File: config.mk
export PLATFORM = sky130hd
export DESIGN_NAME = router_pkt_reader
export DESIGN_NICKNAME = d
export VERILOG_FILES = /design/src/rtl/router_pkt_reader.sv
export SDC_FILE = /design/constraint.sdc
export NUM_CORES = 1
export LEC_CHECK = 0
export CAP_MARGIN = 10
export CORE_AREA = 8 8 81 83
export CTS_CLUSTER_DIAMETER = 30
export CTS_CLUSTER_SIZE = 8
export DETAILED_ROUTE_END_ITERATION = 8
export DIE_AREA = 0 0 89 91
export DONT_BUFFER_PORTS = 1
export GPL_ROUTABILITY_DRIVEN = 1
export HOLD_SLACK_MARGIN = 0.05
export MAX_ROUTING_LAYER = met4
export PLACE_DENSITY = 0.57
export SLEW_MARGIN = 40
export SYNTH_ARGS = -nofsm -noshare
export SYNTH_HDL_FRONTEND = slang
export SYNTH_SLANG_ARGS = --single-unit
File: constraint.sdc
create_clock -name clk -period 5.2 [get_ports clk]
set_input_delay 0.52 -clock clk [delete_from_list [all_inputs] [get_ports clk]]
set_output_delay 0.52 -clock clk [all_outputs]
set_load 0.05 [all_outputs]
File: src/rtl/router_pkt_reader.sv
// Read-side packet consumer for one router output port: drains the port FIFO,
// streams header/payload to a sink with sop/eop, checks parity, reports done/abort.
module router_pkt_reader #(
  parameter int unsigned DW    = 8,
  parameter int unsigned LEN_W = 6
) (
  input  logic          clk,
  input  logic          rst,
  input  logic          vld_out,
  input  logic [DW-1:0] data_out,
  input  logic          soft_reset,
  input  logic          sink_ready,
  output logic          rd_en,
  output logic [DW-1:0] pkt_data,
  output logic          pkt_valid,
  output logic          pkt_sop,
  output logic          pkt_eop,
  output logic          pkt_done,
  output logic          parity_err,
  output logic          pkt_abort,
  output logic          busy
);

  // Counters hold len+1 (payload plus parity), so they need one extra bit.
  localparam int unsigned CW = LEN_W + 1;

  typedef enum logic [1:0] {IDLE, WAIT_HDR, STREAM, DONE} state_e;

  state_e        state_q, state_d;
  logic [CW-1:0] issue_cnt_q, issue_cnt_d;
  logic [CW-1:0] recv_cnt_q, recv_cnt_d;
  logic [DW-1:0] parity_acc_q, parity_acc_d;
  logic          rd_q, rd_d;
  logic [DW-1:0] pkt_data_q, pkt_data_d;
  logic          pkt_valid_q, pkt_valid_d;
  logic          pkt_sop_q, pkt_sop_d;
  logic          pkt_eop_q, pkt_eop_d;
  logic          pkt_done_q, pkt_done_d;
  logic          parity_err_q, parity_err_d;
  logic          pkt_abort_q, pkt_abort_d;
  logic [LEN_W-1:0] hdr_len;

  assign hdr_len = data_out[DW-1 -: LEN_W];

  // FIFO read strobe; sink_ready is only consulted at issue time.
  always_comb begin
    rd_en = 1'b0;
    if (rst && !soft_reset && vld_out && sink_ready) begin
      case (state_q)
        IDLE:    rd_en = 1'b1;
        STREAM:  rd_en = (issue_cnt_q != '0);
        default: rd_en = 1'b0;
      endcase
    end
  end

  always_comb begin
    state_d      = state_q;
    issue_cnt_d  = issue_cnt_q;
    recv_cnt_d   = recv_cnt_q;
    parity_acc_d = parity_acc_q;
    rd_d         = rd_en;
    pkt_data_d   = pkt_data_q;
    pkt_valid_d  = 1'b0;
    pkt_sop_d    = 1'b0;
    pkt_eop_d    = 1'b0;
    pkt_done_d   = 1'b0;
    parity_err_d = 1'b0;
    pkt_abort_d  = 1'b0;

    if (soft_reset && (state_q != IDLE)) begin
      // Abort: drop any returning byte and report through the DONE cycle.
      state_d     = DONE;
      pkt_done_d  = 1'b1;
      pkt_abort_d = 1'b1;
      rd_d        = 1'b0;
    end else begin
      case (state_q)
        IDLE: begin
          if (rd_en) state_d = WAIT_HDR;
        end
        WAIT_HDR: begin
          parity_acc_d = data_out;
          issue_cnt_d  = CW'(hdr_len) + CW'(1);
          recv_cnt_d   = CW'(hdr_len) + CW'(1);
          pkt_data_d   = data_out;
          pkt_valid_d  = 1'b1;
          pkt_sop_d    = 1'b1;
          pkt_eop_d    = (hdr_len == '0);
          state_d      = STREAM;
        end
        STREAM: begin
          if (rd_en) issue_cnt_d = issue_cnt_q - CW'(1);
          if (rd_q) begin
            recv_cnt_d = recv_cnt_q - CW'(1);
            if (recv_cnt_q > CW'(1)) begin
              pkt_data_d   = data_out;
              pkt_valid_d  = 1'b1;
              pkt_eop_d    = (recv_cnt_q == CW'(2));
              parity_acc_d = parity_acc_q ^ data_out;
            end else begin
              // Last returned byte is the parity byte; it is checked, not forwarded.
              pkt_done_d   = 1'b1;
              parity_err_d = (data_out != parity_acc_q);
              state_d      = DONE;
            end
          end
        end
        DONE: begin
          state_d = IDLE;
        end
        default: state_d = IDLE;
      endcase
    end
  end

  always_ff @(posedge clk) begin
    if (!rst) begin
      state_q      <= IDLE;
      issue_cnt_q  <= '0;
      recv_cnt_q   <= '0;
      parity_acc_q <= '0;
      rd_q         <= 1'b0;
      pkt_data_q   <= '0;
      pkt_valid_q  <= 1'b0;
      pkt_sop_q    <= 1'b0;
      pkt_eop_q    <= 1'b0;
      pkt_done_q   <= 1'b0;
      parity_err_q <= 1'b0;
      pkt_abort_q  <= 1'b0;
    end else begin
      state_q      <= state_d;
      issue_cnt_q  <= issue_cnt_d;
      recv_cnt_q   <= recv_cnt_d;
      parity_acc_q <= parity_acc_d;
      rd_q         <= rd_d;
      pkt_data_q   <= pkt_data_d;
      pkt_valid_q  <= pkt_valid_d;
      pkt_sop_q    <= pkt_sop_d;
      pkt_eop_q    <= pkt_eop_d;
      pkt_done_q   <= pkt_done_d;
      parity_err_q <= parity_err_d;
      pkt_abort_q  <= pkt_abort_d;
    end
  end

  assign pkt_data   = pkt_data_q;
  assign pkt_valid  = pkt_valid_q;
  assign pkt_sop    = pkt_sop_q;
  assign pkt_eop    = pkt_eop_q;
  assign pkt_done   = pkt_done_q;
  assign parity_err = parity_err_q;
  assign pkt_abort  = pkt_abort_q;
  assign busy       = (state_q != IDLE);

endmodule

Word-level counts from Yosys, hierarchy flattened
Cells that the tools add are included.
{"block": "classes", "mux": 29, "order_cmp": 1, "n_eq_ne": 11, "n_bitwise": 5, "addsub": 3, "reduce_logical": 16}
{"cell": "2-to-1 mux 8 bit", "n": 4}
{"cell": "case mux 8 bit (2 select lines)", "n": 2}
{"cell": "case mux 7 bit (2 select lines)", "n": 2}
{"cell": "2-to-1 mux 7 bit", "n": 2}
{"cell": "subtractor 7 x 1 -> 7 bit, second input constant", "n": 2}
{"cell": "2-to-1 mux 1 bit", "n": 11}
{"cell": "inequality test 3 bit, second input constant", "n": 3}
{"cell": "AND reduction 3 bit", "n": 3}
{"cell": "2-to-1 mux 2 bit", "n": 4}
{"cell": "inequality test 8 bit", "n": 1}
{"cell": "case mux 2 bit (4 select lines)", "n": 1}
{"cell": "bitwise XOR 8 bit", "n": 1}
{"cell": "adder 6 x 1 -> 7 bit, second input constant", "n": 1}
{"cell": "equality test 7 x 2 -> 1 bit, second input constant", "n": 1}
{"cell": "> comparator 7 x 1 -> 1 bit, second input constant", "n": 1}
{"cell": "nonzero test 7 bit", "n": 1}
{"cell": "logical NOT 6 bit", "n": 1}
{"cell": "inequality test 2 bit, second input constant", "n": 3}
{"cell": "case mux 1 bit (2 select lines)", "n": 3}
{"cell": "OR reduction 5 bit", "n": 1}
{"cell": "equality test 2 bit, second input constant", "n": 2}
{"cell": "logical AND 1 bit", "n": 4}
{"cell": "inverter 1 bit", "n": 4}
{"cell": "AND reduction 4 bit", "n": 1}
{"cell": "other kinds (5)", "n": 6}
{"block": "word_totals", "ff_bits": 39, "input_bits": 13, "output_inout_bits": 16, "wordCells": 77}

Longest topological paths before layout
{"block": "depth", "depth_word": 8, "ltp_mapped": 9, "depth_no_buf": 7}

Least setup slack after synthesis
Ideal clock, no wire load.
{"block": "synth_path", "path_type": "register to output", "start": "register state_q[0]", "end": "output rd_en", "stages_incl_launch_ff": 6, "required_time_ps": 4680, "path_buffers": 1, "arrival_ps": 1542, "slack_ps": 3138, "cell_sequence": "dfxtp_1 inv_1 ha_1 buf_2 a21oi_1 nor2_1"}
{"block": "synth_via", "elab_chain_cells": 3, "elab_cells_between_ends": 4, "classes_between": "eq/ne (1); mux (2); reduce/logical (1)"}
{"element": "start: declaration", "line_no": "29", "text": "state_e state_q, state_d;"}
{"element": "start signal: assignment", "line_no": "132", "text": "state_q <= state_d;"}
{"element": "equality test 2 bit / logical NOT 2 bit (equally long branches)", "line_no": "49", "text": "case (state_q)"}
{"element": "case mux 1 bit (2 select lines) *", "line_no": "49"}
{"element": "2-to-1 mux 1 bit *", "line_no": "48", "text": "if (rst && !soft_reset && vld_out && sink_ready) begin"}
{"element": "end: declaration", "line_no": "13", "text": "output logic rd_en,"}
Every way passes the cells marked *; elsewhere a longest branch is shown, timed or not.

Worst setup path after layout
{"block": "layout_path", "start": "register state_q[0]", "end": "register pkt_data_q[2] (netlist: pkt_data[2])"}
{"block": "layout_via", "elab_chain_cells": 4, "elab_cells_between_ends": 10, "classes_between": "eq/ne (4); mux (1); bitwise (1); reduce/logical (4)"}
{"element": "parallel branches: the longest is 4 deep, another holds AND reduction 4 bit"}
{"element": "end signal: assignment", "line_no": "137", "text": "pkt_data_q <= pkt_data_d;"}
{"element": "end: declaration", "line_no": "34", "text": "logic [DW-1:0] pkt_data_q, pkt_data_d;"}
Parallel ways; which one is timed is not known.
A chain may end at the register's enable or synchronous reset.

==> results by stage <==
Outcome:
- The run finished with clean final reports.

Timing:
- The number of hold-slack violations in the final timing report is 0.
- The clock skew is 6.94 ps.
- After layout, the worst setup slack is 2050 ps.
- The total setup violations reported at the end of the flow is 0.
- The final-layout setup total negative slack is 0 ps.
- The transition time at the pin with the least slew margin is 809 ps.
- The headroom to the max-slew limit is 0.459.
- In the finished design, the share of the clock period the worst path needs comes to 0.606.
- The achievable frequency is 317 MHz.
- Setup repair after global routing left no endpoint under its margin.
- The final count of pins violating max slew was 0.
- The routed design could run at a clock period as short as 3150 ps.
- The worst slack on hold paths is 349 ps.

Worst setup path:
- The worst setup path is captured at a flop.
- STA classifies the critical path startpoint as a flop.
- The depth of the worst register-to-register path is 7.
- Of all nets on the critical path, the largest fanout is 23.
- The data required time of the worst path is 5360 ps.
- For flop-to-flop paths, the worst setup slack is 2050 ps.
- The arrival time at the worst endpoint is 3310 ps.
- The worst setup path is of the flop to flop kind.

Drt:
- For this run, design rule violations remaining after detail routing come to 0.
- The average vias per placed instance is 5.69.
- The routed length per instance is 16.4 um.
- The total via count after detailed routing is 2037.
- The violation count after the first detailed-routing iteration is 161.
- The total length of routed wires is 5870 um.
- The number of iterations in the first detailed-routing pass is 4.
- In this run the remaining antenna-violating nets after routing total 0.

Clock network:
- The longest clock path from root to sink contains 2 buffers.
- The worst-skew pair later-pin latency is 300 ps.
- The number of levels in the clock H-tree is 2.
- The post-CTS setup repair buffer count is 0.
- CTS placed an instance of sky130_fd_sc_hd__clkbuf_8 at the clock tree root.
- The TritonCTS clock tree is done.
- Clock-pin slew was measured on the worst setup and hold paths at 80 ps.
- The number of sinks on the clock net is 39.
- The post-cts repair resize count is 0.
- The number of hold-repair buffers added at the cts stage is 0.
- Counting the buffers created by CTS gives 5.

Layout:
- The layout-stage area growth over the synthesis result is 3.87%.
- The final non-filler cell total is 358.
- The final cell area excluding filler cells is 2420 sq um.
- Of the cells placed in the final design, the portion with a size suffix greater than 1 is 0.0629.
- The repair_antennas step left the layout with diodes totalling 0.
- In the final design database the tool counted 309 nets.

Placed design:
- The placed wire-length estimate after detailed placement is 4120 um.
- The weighted congestion reported at the end of routability-driven placement is 0.844.
- The number of placed instances with taps included is 350.
- Timing analysis after detailed placement gives a worst setup slack of 2070 ps.
- The count of buffers inserted at the top-level ports is 0.
- The placed instance area is 2300 sq um.

Floorplanning:
- The initial core utilization is 0.436.
- The floorplan has 27 rows.
- The die is 89 um wide.
- The overall die area is 8100 sq um.
- During I/O placement, the number of pins put on the boundary was 29.
- The die is 91 um tall.
- The area of the core is 5340 sq um.

Run:
- The total of max-cap violations is 0.

Power:
- The power per cell area is 757 nW/um^2.
- The worst-case IR drop observed on VDD is 0.359 mV.
- The analysis attributes to cell leakage a power of 0.884 nW.

Global routing:
- The pin count of the biggest net entering global routing is 41.
- The via count of the first global-routing pass is 1873.
- The total track usage is 0.154.
- The first global-routing pass estimated 9670 um of wire.
- For this run the aggregate overflow at the end of global routing stands at 0.
- The number of antenna violations at the first check in global routing is 0.

Synthesis:
- The share of synthesized area in the top cell type comes to 0.336.
- The top flip-flop cell by instance count after synthesis is sky130_fd_sc_hd__dfxtp_1.
- Synthesis inferred 39 register bits.
- The number of warnings issued by yosys is 0.
- By area the synthesized netlist is led by sky130_fd_sc_hd__dfxtp_1 34%, sky130_fd_sc_hd__o21ai_0 7.3%, sky130_fd_sc_hd__ha_1 5.9%.
- The register area share after synthesis is 0.336.
- After technology mapping, the gate count stands at 300.
- The async set-or-reset flop fraction in the synthesized netlist is 0.
- Averaged over all synthesized cells, the footprint is 7.75 sq um.
- The unique cell type count in the Yosys netlist is 49.
- The cell area after synthesis is 2330 sq um.
- The post-synthesis net count is 324.
- The post-synthesis cell type with the largest combined area is sky130_fd_sc_hd__dfxtp_1.
- In this run, synthesis inferred 0 flip-flops with an integrated enable.

Worst hold path:
- The count of cells along the worst hold path is 2.
- The class of the tightest hold or removal check is primary input to flop.
[kinds of logic (layout without fill, tap and decap cells)]
family	count (synthesis)	count (layout)	synth area share
mux	7	7	0.0301
buf+inv	34	20	0.0689
flops	39	39	0.336
simple gates	114	114	0.236
fa+ha+maj	11	11	0.0592
compound gates	83	83	0.225
xor+xnor	12	12	0.0452
[where the power goes]
| group | switching (mW) | internal [mW] | total [mW] | leakage [nW] |
|---|---|---|---|---|
| logic | 0.609 | 0.323 | 0.932 | 0.508 |
| registers | 0.228 | 0.415 | 0.643 | 0.318 |
| clock network | 0.110 | 0.143 | 0.253 | 0.0581 |
[registers in the layout, indices dropped and copies added, names as in the netlist]
signal,cells
issue_cnt_q,7
parity_acc_q,8
parity_err,1
pkt_abort,1
pkt_data,8
pkt_done,1
pkt_eop,1
pkt_sop,1
pkt_valid,1
rd_q,1
recv_cnt_q,7
state_q,2
[critical path: stages (launching register included)]
cell	delay (ps)
sky130_fd_sc_hd__dfxtp_1	330
sky130_fd_sc_hd__inv_1	110
sky130_fd_sc_hd__ha_1	660
sky130_fd_sc_hd__clkinv_1	690
sky130_fd_sc_hd__nand3_1	670
sky130_fd_sc_hd__a21oi_2	290
sky130_fd_sc_hd__nand3_1	160
sky130_fd_sc_hd__o21ai_0	100
[cells in the mapped netlist (2+ instances only)]
master / count
sky130_fd_sc_hd__a211oi_1: 2
sky130_fd_sc_hd__a21oi_1: 15
sky130_fd_sc_hd__a21oi_2: 2
sky130_fd_sc_hd__a22oi_1: 3
sky130_fd_sc_hd__a31oi_1: 3
sky130_fd_sc_hd__and3_1: 4
sky130_fd_sc_hd__buf_2: 5
sky130_fd_sc_hd__buf_4: 2
sky130_fd_sc_hd__clkbuf_1: 13
sky130_fd_sc_hd__clkinv_1: 2
sky130_fd_sc_hd__dfxtp_1: 39
sky130_fd_sc_hd__ha_1: 11
sky130_fd_sc_hd__inv_1: 10
sky130_fd_sc_hd__mux2i_1: 7
sky130_fd_sc_hd__nand2_1: 36
sky130_fd_sc_hd__nand2b_1: 2
sky130_fd_sc_hd__nand3_1: 21
sky130_fd_sc_hd__nand4_1: 12
sky130_fd_sc_hd__nor2_1: 24
sky130_fd_sc_hd__nor2b_1: 2
sky130_fd_sc_hd__nor3_1: 5
sky130_fd_sc_hd__nor4_1: 3
sky130_fd_sc_hd__o211ai_1: 2
sky130_fd_sc_hd__o21ai_0: 34
sky130_fd_sc_hd__o21ai_1: 5
sky130_fd_sc_hd__o311ai_0: 2
sky130_fd_sc_hd__o31ai_1: 2
sky130_fd_sc_hd__xnor2_1: 9
sky130_fd_sc_hd__xor2_1: 3
[layer usage]
metal,GRT usage,up-vias,part of all wire
met2,0.216,61,0.45
met5,-,-,0
met1,0.206,932,0.46
met4,0.0583,0,0.021
li1,-,1032,-
met3,0.0378,12,0.067
[final cells by class]
type                            count  area [sq um]
Clock buffer                        5          68.8
Sequential cell                    39           781
Clock inverter                      3          43.8
Multi-Input combinational cell    227          1390
Inverter                           12          45.0
Fill cell                         562          2920
Tap cell                           72          90.1
[worst paths after layout]
check,start,to
hold reg to reg,parity_acc_q[6],parity_acc_q[6]
setup reg to reg,state_q[0],pkt_data[2]
setup / recovery,state_q[0],pkt_data[2]
hold / removal,data_out[0],pkt_data[0]
[cells in the final DEF, fill, tap and decap left out, types with 2 or more instances in the layout]
cell                       netlist  routed
sky130_fd_sc_hd__dfxtp_1        39      39
sky130_fd_sc_hd__nand2_1        36      36
sky130_fd_sc_hd__o21ai_0        34      34
sky130_fd_sc_hd__nor2_1         24      23
sky130_fd_sc_hd__nand3_1        21      21
sky130_fd_sc_hd__a21oi_1        15      15
sky130_fd_sc_hd__nand4_1        12      12
sky130_fd_sc_hd__ha_1           11      11
sky130_fd_sc_hd__inv_1          10      10
sky130_fd_sc_hd__xnor2_1         9       9
sky130_fd_sc_hd__mux2i_1         7       7
sky130_fd_sc_hd__nor3_1          5       5
sky130_fd_sc_hd__o21ai_1         5       5
sky130_fd_sc_hd__clkbuf_8        0       5
sky130_fd_sc_hd__and3_1          4       4
sky130_fd_sc_hd__a31oi_1         3       3
sky130_fd_sc_hd__nor4_1          3       3
sky130_fd_sc_hd__xor2_1          3       3
sky130_fd_sc_hd__a22oi_1         3       3
sky130_fd_sc_hd__clkinv_1        2       2
sky130_fd_sc_hd__nand2b_1        2       2
sky130_fd_sc_hd__nor2b_1         2       2
sky130_fd_sc_hd__a21oi_2         2       2
sky130_fd_sc_hd__o311ai_0        2       2
sky130_fd_sc_hd__o211ai_1        2       2
sky130_fd_sc_hd__o31ai_1         2       2
sky130_fd_sc_hd__a211oi_1        2       2
[stage by stage]
| step | power [mW] | util |
|---|---|---|
| floorplan | 1.46 | - |
| global placement | 1.57 | 0.431 |
| detailed placement | 1.57 | 0.432 |
| CTS | 1.83 | 0.453 |
| global route | 1.99 | 0.453 |
| finish | 1.83 | 0.453 |
Note: power is estimated with default switching activity, not from simulation.
